--- src/rtl/frame_sequencer.sv ---
// Frame sequencer: divides a 512 Hz tick into length/sweep/envelope clocks
// and runs the channel length counter and the volume envelope.
//
// Ports:
//   clk, reset      - clock, asynchronous active-high reset
//   tick            - one-cycle 512 Hz strobe, advances the 8-step sequence
//   trigger         - one-cycle channel (re)start strobe
//   lengthLoad      - length register n; loaded length is 64 - n
//   lengthEnable    - length counter may switch the channel off
//   envInitVol      - volume loaded on trigger
//   envDir          - 1 = volume rises, 0 = volume falls
//   envPeriod       - envelope period in envClk steps, 0 = frozen
//   lengthClk       - pulse on steps 0, 2, 4, 6
//   sweepClk        - pulse on steps 2, 6
//   envClk          - pulse on step 7
//   volume          - current envelope volume
//   channelOn       - channel active flag
module frame_sequencer (
    input  logic       clk,
    input  logic       reset,
    input  logic       tick,
    input  logic       trigger,
    input  logic [5:0] lengthLoad,
    input  logic       lengthEnable,
    input  logic [3:0] envInitVol,
    input  logic       envDir,
    input  logic [2:0] envPeriod,
    output logic       lengthClk,
    output logic       sweepClk,
    output logic       envClk,
    output logic [3:0] volume,
    output logic       channelOn
);

    localparam logic [2:0] STEP_SWEEP_A = 3'd2;
    localparam logic [2:0] STEP_SWEEP_B = 3'd6;
    localparam logic [2:0] STEP_ENV     = 3'd7;

    logic [2:0] r_step;
    logic       r_lengthClk;
    logic       r_sweepClk;
    logic       r_envClk;
    logic [6:0] r_len;
    logic       r_on;
    logic [3:0] r_vol;
    logic [2:0] r_div;

    logic [6:0] w_len_load;
    logic       w_len_dec;
    logic       w_env_step;
    logic       w_div_wrap;
    logic [3:0] w_vol_next;

    // Step sequencer; pulses are decoded from the pre-increment step
    // and held for exactly the cycle following the tick.
    always_ff @(posedge clk or posedge reset) begin
        if (reset) begin
            r_step      <= 3'd0;
            r_lengthClk <= 1'b0;
            r_sweepClk  <= 1'b0;
            r_envClk    <= 1'b0;
        end else if (tick) begin
            r_step      <= r_step + 3'd1;
            r_lengthClk <= ~r_step[0];
            r_sweepClk  <= (r_step == STEP_SWEEP_A) ||
                           (r_step == STEP_SWEEP_B);
            r_envClk    <= (r_step == STEP_ENV);
        end else begin
            r_lengthClk <= 1'b0;
            r_sweepClk  <= 1'b0;
            r_envClk    <= 1'b0;
        end
    end

    // Length is 1..64, so it needs 7 bits.
    assign w_len_load = 7'd64 - {1'b0, lengthLoad};
    assign w_len_dec  = r_lengthClk && lengthEnable && (r_len != 7'd0);

    always_ff @(posedge clk or posedge reset) begin
        if (reset) begin
            r_len <= 7'd0;
            r_on  <= 1'b0;
        end else if (trigger) begin
            r_len <= w_len_load;
            r_on  <= 1'b1;
        end else if (w_len_dec) begin
            r_len <= r_len - 7'd1;
            if (r_len == 7'd1)
                r_on <= 1'b0;
        end
    end

    // A divider of 1 is about to hit 0; a divider of 0 is treated the
    // same way, so both reload and step the volume.
    assign w_env_step = r_envClk && (envPeriod != 3'd0);
    assign w_div_wrap = (r_div <= 3'd1);

    always_comb begin
        w_vol_next = r_vol;
        if (envDir) begin
            if (r_vol != 4'd15)
                w_vol_next = r_vol + 4'd1;
        end else begin
            if (r_vol != 4'd0)
                w_vol_next = r_vol - 4'd1;
        end
    end

    always_ff @(posedge clk or posedge reset) begin
        if (reset) begin
            r_vol <= 4'd0;
            r_div <= 3'd0;
        end else if (trigger) begin
            r_vol <= envInitVol;
            r_div <= envPeriod;
        end else if (w_env_step) begin
            if (w_div_wrap) begin
                r_div <= envPeriod;
                r_vol <= w_vol_next;
            end else begin
                r_div <= r_div - 3'd1;
            end
        end
    end

    assign lengthClk = r_lengthClk;
    assign sweepClk  = r_sweepClk;
    assign envClk    = r_envClk;
    assign volume    = r_vol;
    assign channelOn = r_on;

endmodule

--- config.mk ---
export PLATFORM = sky130hd
export DESIGN_NAME = frame_sequencer
export DESIGN_NICKNAME = d
export VERILOG_FILES = /design/src/rtl/frame_sequencer.sv
export SDC_FILE = /design/constraint.sdc
export NUM_CORES = 1
export LEC_CHECK = 0
export ABC_AREA = 1
export CORE_UTILIZATION = 43
export DETAILED_ROUTE_END_ITERATION = 6
export PLACE_DENSITY = 0.67
export SLEW_MARGIN = 20
export SYNTH_ARGS = -nofsm -noshare
export SYNTH_HDL_FRONTEND = slang
export SYNTH_SLANG_ARGS = --single-unit
export TNS_END_PERCENT = 30
--- constraint.sdc ---
create_clock -name clk -period 1.8 [get_ports clk]
set_input_delay 0.27 -clock clk [delete_from_list [all_inputs] [get_ports clk]]
set_output_delay 0.27 -clock clk [all_outputs]
set_load 0.02 [all_outputs]
==> impl_metrics.ini <==
[status]
status = completed

[power_and_ir_drop]
irDropWorstVdd_mv = 0.617
internal-power_mw = 1.17
p_sw_share_pct = 42.7
comb_power_share_pct = 50.9
p_sw_mw = 0.874
power.total_mw = 2.05
p_seq_share_pct = 38.0
p_leak_nw = 0.976
power_frac_clock_pct = 11.2
power_density_nw_per_um2 = 1090

[global_route]
grt_pass1_vias = 1380
grt_usage_pct = 19.1
grt_pass1_wl_mm = 5.39
antenna_found_initial = 0
grt_overflow_total = 0
grt_max_degree = 22

[cells_and_area]
drive_gt1_share_pct = 11.2
layout.cells.non_filler = 287
syn2layout_area_growth_pct = 24.8
fill_cells = 342
antenna_cells = 0
finalNetCount = 273
fin_util_pct = 56.3

[clock_network]
path_clk_slew_ns = 0.11
clockBufferDepth = 2
cts_tree = yes
clkSinkCount = 21
h-tree-depth = 1
numCtsBuffers = 3
post_cts_resized = 0
root_buffer = clkbuf_4
hold_buffers = 0
clk_latency_ns = 0.30
cts_setup_buffers = 0

[detailed_routing]
dr.pass1.iters = 4
route.detailed.drc = 0
routed_wl_mm = 3.05
drt_iter0_markers = 32
antenna_left = 0
routedWlPerCell_um = 10.6
num_vias = 1364
viasPerCell = 4.75

[synth]
synth_fp_nets = 238
synth_common_cells = nand2_1, inv_1, dfrtp_1, nand3_1, o21ai_0
syn_area_sq_um = 1510
ys_top_cells_by_area = dfrtp_1, nand2_1, ha_1, nand3_1, inv_1
ys.flop_type = dfrtp_1
netlist_instances = 207
synth.top_cell.area_share_pct = 34.9
synth-seq-cells = 21
yosys_warnings = 0
avgSynthCellArea_sq_um = 7.27
ys_types = 25
synthArstFlopShare_pct = 100
netlist.top_cell.by_area = dfrtp_1
seq_area_frac_synth_pct = 34.9
synth_most_common_cell = nand2_1
synth_edf_count = 0

[worst_setup_path]
r2r_cells = 6
slowest_delay_ns = 0.64
crit_path_cell_trace = clkdlybuf4s50_1
critPathKind = register to output pin
crit_buf_inv = 1
end_kind = output pin
cp_slowest_cell = clkdlybuf4s50_1
timing.rr.start = volume[1]
critPathArrivalTime_ns = 1.42
worstPathRequired_ns = 1.53
start_kind = register
path_max_fanout = 6
r2r-end = volume[2]
path_delay_family = buffers and inverters
reg2reg_slack_ns = 0.31

[floorplanning]
die-area_sq_um = 3740
initial_core_util_pct = 45.1
coreArea_sq_um = 3340
die_w_um = 61.2
row_count = 21
die_h_um = 61.2
ios = 27

[run]
maxCapViolations = 0

[timing]
final.period_utilization_pct = 93.6
setup_viol = 0
slew_viol_final = 0
slew_headroom_pct = 82.6
setup_tns_ns = 0
hold_viol = 0
max_freq_mhz = 593
setup_slack_ns = 0.115
fin_crit_ns = 1.69
clock_skew_ns = 0.00200
rsz0062_at_grt = no
worst_pin_slew_ns = 0.260

[place]
io_buffers = 26
post-place-ws_ns = -0.135
place_inst = 283
place.gp.congestion = 0.801
hpwlAfterDp_mm = 2.35

[worst_hold_path]
worstHoldPathType = primary input to async pin
## sequential cells by signal, indices dropped and copies added (netlist names)
| name | count |
|---|---|
| r_len | 7 |
| r_step | 3 |
| envClk | 1 |
| r_div | 3 |
| volume | 4 |
| lengthClk | 1 |
| sweepClk | 1 |
| channelOn | 1 |
## final cells by class
cell class / count / area, sq um / area share (%)
well taps: 46 / 57.6 / 3.06
inverters: 28 / 110 / 5.86
multi-input cells: 155 / 846 / 45.0
flip-flops and latches: 21 / 526 / 28.0
clock buffers: 4 / 26.3 / 1.40
repair buffers: 33 / 313 / 16.7
## layout by cell type, fill, tap and decap left out
master / netlist / final
nand2_1: 67 / 67
inv_1: 27 / 27
clkdlybuf4s50_1: 0 / 26
nand3_1: 21 / 21
dfrtp_1: 21 / 21
o21ai_0: 16 / 16
nor2_1: 12 / 12
ha_1: 11 / 11
buf_4: 1 / 7
nand2_2: 5 / 5
nand4_1: 4 / 4
nand2_4: 3 / 3
xnor2_1: 3 / 3
clkbuf_4: 0 / 3
nor2_2: 2 / 2
or2_2: 2 / 2
o21ai_2: 2 / 2
inv_6: 1 / 1
nor2_4: 1 / 1
nand3b_1: 1 / 1
o21ai_1: 1 / 1
xor2_1: 1 / 1
nand3_2: 1 / 1
a21oi_1: 1 / 1
fa_1: 1 / 1
clkbuf_1: 0 / 1
## per-layer routing
metal  track usage [%]  wire length [um]
met1              21.6              1380
met2              37.6              1570
met3              1.68                70
met4              5.52                27
met5                 0                 0
## worst max path at each step
stage / slack (ns) / end / from / depth (start not counted)
floorplan: 0.27 / volume[2] / volume[0] / 6
global placement: -0.10 / volume[2] / envDir / 8
detailed placement: -0.13 / volume[2] / envDir / 8
CTS: 0.10 / volume[1] / volume[1] / 1
global route: 0.05 / volume[1] / volume[1] / 1
finish: 0.11 / volume[1] / volume[1] / 1
## cells by family (layout without fill, tap and decap cells)
group	after synthesis	after routing	synth area share [%]
fa+ha+maj	12	12	10.5
compound gates	20	20	7.15
simple gates	119	119	36.2
buf+inv	31	65	8.89
flops	21	21	34.9
xor+xnor	4	4	2.33
## power by group through the flow
stage	combinational (mW)	sequential, mW	clock (mW)
after floorplan	0.645	0.833	0
after global placement	1.02	0.787	0
final	1.04	0.777	0.228
after detailed placement	1.04	0.788	0
after global routing	1.19	0.810	0.255
after CTS	1.05	0.780	0.235
## metrics by stage
| step | hold WS, ns | instance area [sq um] |
|---|---|---|
| 2_1_floorplan | 0.247 | 1510 |
| 3_3_place_gp | 0.472 | 1850 |
| 3_5_place_dp | 0.469 | 1850 |
| 4_1_cts | 0.283 | 1880 |
| 5_1_grt | 0.323 | 1880 |
| 6_report | 0.274 | 1880 |
Note: power is estimated with default switching activity, not from simulation.
